$ cat src/rtl/td4_pkg.sv
// rtl/td4_pkg.sv - TD4 opcode table and sequencer state/mode types
package td4_pkg;

    localparam logic [3:0] ADD_A_IM = 4'b0000;
    localparam logic [3:0] MOV_A_B  = 4'b0001;
    localparam logic [3:0] IN_A     = 4'b0010;
    localparam logic [3:0] MOV_A_IM = 4'b0011;
    localparam logic [3:0] MOV_B_A  = 4'b0100;
    localparam logic [3:0] ADD_B_IM = 4'b0101;
    localparam logic [3:0] IN_B     = 4'b0110;
    localparam logic [3:0] MOV_B_IM = 4'b0111;
    localparam logic [3:0] OUT_B    = 4'b1001;
    localparam logic [3:0] OUT_IM   = 4'b1011;
    localparam logic [3:0] JNC_IM   = 4'b1110;
    localparam logic [3:0] JMP_IM   = 4'b1111;

    typedef enum logic [1:0] {
        IDLE  = 2'd0,
        FETCH = 2'd1,
        EXEC  = 2'd2,
        WAIT  = 2'd3
    } seq_state_t;

    typedef enum logic {
        STEP = 1'b0,
        RUN  = 1'b1
    } run_mode_t;

endpackage

$ cat src/rtl/td4_seq_timer.sv
// rtl/td4_seq_timer.sv - loadable down-counter shared by fetch latency and run divider
module td4_seq_timer #(
    parameter int WIDTH = 24
) (
    input  logic             clk,
    input  logic             rst,
    input  logic             load,
    input  logic [WIDTH-1:0] value,
    output logic             zero
);

    logic [WIDTH-1:0] count;

    always_ff @(posedge clk) begin
        if (rst) begin
            count <= '0;
        end else if (load) begin
            count <= value;
        end else if (count != '0) begin
            count <= count - WIDTH'(1);
        end
    end

    assign zero = (count == '0);

endmodule

$ cat src/rtl/td4_sequencer.sv
// rtl/td4_sequencer.sv - run/step/halt controller producing the TD4 execute strobe
module td4_sequencer
    import td4_pkg::*;
#(
    parameter int ROM_LATENCY = 1,
    parameter int DIV_WIDTH   = 24
) (
    input  logic                 clk,
    input  logic                 rst,
    input  logic                 run_req,
    input  logic                 step_req,
    input  logic                 halt_req,
    input  logic                 bp_en,
    input  logic [3:0]           bp_addr,
    input  logic [DIV_WIDTH-1:0] div_sel,
    input  logic [3:0]           pc,
    input  logic [3:0]           op,
    input  logic [3:0]           imm,
    output logic                 exec_en,
    output logic [1:0]           seq_state,
    output logic                 halted,
    output logic                 loop_halt,
    output logic [15:0]          instr_count
);

    localparam logic [DIV_WIDTH-1:0] FETCH_LOAD = DIV_WIDTH'(ROM_LATENCY - 1);

    seq_state_t           state, next_state;
    run_mode_t            mode;
    logic                 resume;
    logic [15:0]          count_q;
    logic                 tmr_load;
    logic [DIV_WIDTH-1:0] tmr_value;
    logic                 tmr_zero;
    logic                 bp_hit;
    logic                 self_jump;

    assign bp_hit      = bp_en && (pc == bp_addr);
    assign self_jump   = (op == JMP_IM) && (imm == pc);
    assign instr_count = count_q;

    td4_seq_timer #(.WIDTH(DIV_WIDTH)) u_timer (
        .clk   (clk),
        .rst   (rst),
        .load  (tmr_load),
        .value (tmr_value),
        .zero  (tmr_zero)
    );

    // Outputs are registered from next_state so they line up with the state they describe.
    always_ff @(posedge clk) begin
        if (rst) begin
            state     <= IDLE;
            mode      <= STEP;
            resume    <= 1'b0;
            exec_en   <= 1'b0;
            seq_state <= IDLE;
            halted    <= 1'b1;
            loop_halt <= 1'b0;
            count_q   <= 16'h0000;
        end else begin
            state     <= next_state;
            exec_en   <= (next_state == EXEC);
            seq_state <= next_state;
            halted    <= (next_state == IDLE);
            if (state == IDLE && next_state == FETCH) begin
                mode      <= step_req ? STEP : RUN;
                resume    <= 1'b1;
                loop_halt <= 1'b0;
            end
            if (state == FETCH && next_state != FETCH) begin
                resume <= 1'b0;
            end
            if (state == EXEC && self_jump) begin
                loop_halt <= 1'b1;
            end
            if (next_state == EXEC) begin
                count_q <= count_q + 16'd1;
            end
        end
    end

    always_comb begin
        next_state = state;
        unique case (state)
            IDLE: begin
                if (!halt_req && (step_req || run_req)) begin
                    next_state = FETCH;
                end
            end
            FETCH: begin
                if (halt_req) begin
                    next_state = IDLE;
                end else if (tmr_zero) begin
                    // A resumed fetch steps over the breakpoint it stopped on.
                    next_state = (bp_hit && !resume) ? IDLE : EXEC;
                end
            end
            EXEC: begin
                if (self_jump || mode == STEP || halt_req || !run_req) begin
                    next_state = IDLE;
                end else if (div_sel == '0) begin
                    next_state = FETCH;
                end else begin
                    next_state = WAIT;
                end
            end
            WAIT: begin
                if (halt_req || !run_req) begin
                    next_state = IDLE;
                end else if (tmr_zero) begin
                    next_state = FETCH;
                end
            end
            default: next_state = IDLE;
        endcase
    end

    always_comb begin
        tmr_load  = 1'b0;
        tmr_value = '0;
        if (next_state == FETCH && state != FETCH) begin
            tmr_load  = 1'b1;
            tmr_value = FETCH_LOAD;
        end else if (state == EXEC && next_state == WAIT) begin
            tmr_load  = 1'b1;
            tmr_value = div_sel - DIV_WIDTH'(1);
        end
    end

endmodule

$ cat config.mk
export PLATFORM = sky130hd
export DESIGN_NAME = td4_sequencer
export DESIGN_NICKNAME = d
export VERILOG_FILES = /design/src/rtl/td4_pkg.sv /design/src/rtl/td4_seq_timer.sv /design/src/rtl/td4_sequencer.sv
export SDC_FILE = /design/constraint.sdc
export NUM_CORES = 1
export LEC_CHECK = 0
export CAP_MARGIN = 10
export CORE_ASPECT_RATIO = 1.1
export CORE_MARGIN = 2
export CORE_UTILIZATION = 50
export CTS_CLUSTER_DIAMETER = 50
export DETAILED_ROUTE_END_ITERATION = 7
export GPL_ROUTABILITY_DRIVEN = 0
export PLACE_DENSITY_LB_ADDON = 0.3
export SETUP_SLACK_MARGIN = 0.1
export SYNTH_ARGS = -nofsm -noshare
export SYNTH_HDL_FRONTEND = slang
export SYNTH_SLANG_ARGS = --single-unit
export TNS_END_PERCENT = 50
$ cat constraint.sdc
create_clock -name clk -period 6.2 [get_ports clk]
set_clock_uncertainty 0.1 [all_clocks]
set_input_delay 1.24 -clock clk [delete_from_list [all_inputs] [get_ports clk]]
set_output_delay 1.24 -clock clk [all_outputs]
set_load 0.01 [all_outputs]
==> results_tabular.tex <==
\begin{tabular}{lr}
\hline
Metric & Value \\
\hline
\multicolumn{2}{l}{\textbf{Run status}} \\
Result of the run & completed \\
\multicolumn{2}{l}{\textbf{Floorplan}} \\
\# IOs & 67 \\
Overall die width & 80.4 µm \\
Area of the die & 0.00708 mm² \\
Core Rows & 30 \\
Effective utilization at floorplan & roughly half \\
Vertical extent of the die & 88.0 µm \\
Core Region & 0.00619 mm² \\
\multicolumn{2}{l}{\textbf{CTS}} \\
Clock latency reported for the late side of the worst-skew pair & roughly 300 ps \\
Hold\_buf cts & 0 \\
Clock Tree Buf Depth & 2 \\
Clock tree from TritonCTS & done \\
Number of gates given a new drive strength after cts & 0 \\
Number of buffers created by CTS & 5 \\
Clock sink count & 47 \\
Number of buffers inserted to repair setup after CTS & 0 \\
Clock-pin slew on the worst setup and hold paths & 80 ps \\
H-tree depth reported by CTS & 2 \\
Clk root buf & clkbuf\_8 \\
\multicolumn{2}{l}{\textbf{Timing}} \\
Final min period & 3700 ps \\
Setup tns final & 0 ps \\
Worst slew pin tran & 1020 ps \\
Fraction of the cycle the final worst path needs & roughly three fifths \\
Unrepaired setup endpoints after global routing & false \\
Upper clock frequency limit & between 200 and 300 MHz \\
Count of endpoints failing hold in the final timing report & 0 \\
Final-report max-slew violation count & 0 \\
Max-Slew Margin vs Limit & 32.0\% \\
Final setup fails & 0 \\
\multicolumn{2}{l}{\textbf{Placement}} \\
Count of input and output buffers & 66 \\
Final HPWL DP & 5.66 mm \\
Placed cell count & 517 \\
Placed Area & roughly 0.0039 mm² \\
\multicolumn{2}{l}{\textbf{Final layout}} \\
Non-filler instance count after layout & 525 \\
Fraction of the core area covered by cells at the end of the flow & 64.4\% \\
Non-Filler Cell Area, Final & 0.00399 mm² \\
Diode count & 0 \\
Ratio of cells with drive above 1 in the final layout & about 8.1\% \\
Filler Cell Count & about 550 \\
Synthesis-to-layout area growth & 24.2\% \\
Final Net Count & 494 \\
\multicolumn{2}{l}{\textbf{Synthesis}} \\
Most used flip-flop cell after synthesis & dfxtp\_1 \\
Area share of the leading cell type in the synthesized netlist & 29.3\% \\
Net count after synthesis & 438 \\
Synth Cell Area & 0.00321 mm² \\
Most area-hungry cell type in the Yosys netlist & dfxtp\_1 \\
Synth Warn \# & 0 \\
Share of the yosys chip area belonging to registers & 29.3\% \\
Dominant cells by area after synthesis & dfxtp\_1, xor2\_1, nor3\_1 \\
Number of flops mapped to enable cells by yosys & 0 \\
Top post-synthesis cells by count & dfxtp\_1, nor3\_1, nor2\_1, xor2\_1, nand3\_1 \\
Dominant cell by count in the synthesized netlist & dfxtp\_1 \\
Synth unique cells & 57 \\
Average cell area after synthesis & 8.27 µm² \\
Asr flop ratio synth & 0\% \\
Number of cells produced by synthesis & 388 \\
Register bit count reported by yosys & 47 \\
\multicolumn{2}{l}{\textbf{GRT}} \\
First-pass GRT wire length & 12.3 mm \\
Number of global-route vias before repair & 2802 \\
Initial antenna violation count & 0 \\
Remaining global-route overflow & 0 \\
Total global routing track utilization & between 20\% and 30\% \\
Pin count of the biggest net entering global routing & 41 \\
\multicolumn{2}{l}{\textbf{Job}} \\
Count of maximum capacitance violations & 0 \\
\multicolumn{2}{l}{\textbf{Critical path}} \\
Critical Path Sink Type & flop \\
Arrival @ worst endpoint & between 3000 and 4000 ps \\
Start-to-end type of the worst setup path & in2reg \\
Maximum fanout count along the critical path & 17 \\
Required time of the worst setup path & 6270 ps \\
Startpoint type of the worst setup path & primary input \\
\multicolumn{2}{l}{\textbf{Drt}} \\
Count of vias placed by the detailed router & 3080 \\
Number of design-rule violations left by the first detailed-router iteration & between 150 and 200 \\
Vias per cell & 5.87 \\
Number of search-and-repair iterations in the first detailed-routing pass & 5 \\
Antenna viol nets, final & 0 \\
Total wire length & about 7.3 mm \\
Remaining DRCs & 0 \\
Detailed-route wire length per cell & 14.0 µm \\
\multicolumn{2}{l}{\textbf{Pwr}} \\
Worst vdd rail ir drop & 0.000124 V \\
Power consumption & 1.07 mW \\
Cell leakage power & 1.34 nW \\
Pwr dens & 269 mW/mm² \\
\multicolumn{2}{l}{\textbf{Hold path}} \\
Path category of the worst min-delay check & reg2reg \\
\hline
\end{tabular}
## cells by family after synthesis
logic type | Yosys count | share of synthesized area [%]
buffers and inverters | 32 | 4.52
AOI/OAI and AO/OA | 62 | 14.4
xor gates and xnor gates | 41 | 11.2
DFF | 47 | 29.3
muxes | 15 | 5.14
adders and majority gates | 4 | 1.56
and+or+nand+nor | 187 | 33.9
## metrics by stage
step / setup slack, ps / hold slack, ps
floorplan: 3210 / 377
global placement: 2390 / 366
detailed placement: 2190 / 377
CTS: 2520 / 390
global route: 2340 / 432
finish: 2500 / 388
## path summary, 6_finish.rpt
kind | start | slack, ps | depth (start not counted) | to
worst max-delay path | div_sel[6] | 2500 | 6 | u_timer.count[21]
worst min-delay path | loop_halt | 390 | 2 | loop_halt
worst max register to register | u_timer.count[0] | 3490 | 7 | instr_count[15]
worst min register to register | loop_halt | 390 | 2 | loop_halt
## sequential cells by signal, indices dropped and copies added, names as in the netlist
name,cells
resume,1
halted,1
mode,1
loop_halt,1
instr_count,16
exec_en,1
state,2
u_timer.count,24
## per-layer routing
layer  global-route usage [%]  routed length (µm)  vias to the layer above
li1                         -                   -                     1545
met1                     27.1                3270                     1442
met4                     4.93                  76                        0
met5                        0                   0                        -
met3                     3.09                 326                        8
met2                     38.6                3650                       85
## worst max-delay path, stage by stage
cell,delay [ps]
clkdlybuf4s50_1,500
nor4_2,590
and4b_1,410
and3_1,550
or3_1,350
o32ai_1,130
## cells in the final DEF (no fill, tap or decap), types with 3 or more instances in the layout
master            n
clkdlybuf4s50_1  66
dfxtp_1          47
nor3_1           41
nor2_1           40
xor2_1           27
nand3_1          17
nor4_1           16
xnor2_1          14
o21a_1           14
inv_1            12
nor2b_1          12
mux2_2           12
nand2_1          11
nand4_1           8
a211oi_1          8
or3_1             7
or4_1             6
clkbuf_8          6
a21oi_1           5
o22ai_1           5
a211o_1           4
nand4b_1          4
o21ai_0           4
o32ai_1           4
ha_1              4
or2_2             3
nand2b_1          3
o31ai_1           3
mux2i_1           3
buf_4             3
## layout make-up
type | count | area (µm²) | share of cell area [%]
clock inverter | 1 | 8.76 | 0.220
sequential | 47 | 941 | 23.6
multi-input combinational | 309 | 2120 | 53.3
timing repair buffer | 69 | 683 | 17.1
clock buffer | 7 | 86.3 | 2.16
tap | 80 | 100 | 2.51
inverter | 12 | 45.0 | 1.13
## where the power goes
group | total [mW] | internal [mW] | leakage, nW | switching (mW)
clock network | 0.191 | 0.0914 | 0.0484 | 0.0999
registers | 0.391 | 0.341 | 0.382 | 0.0504
logic | 0.489 | 0.231 | 0.908 | 0.257
total | 1.07 | 0.664 | 1.34 | 0.408
(Power assumes the default switching activity.)
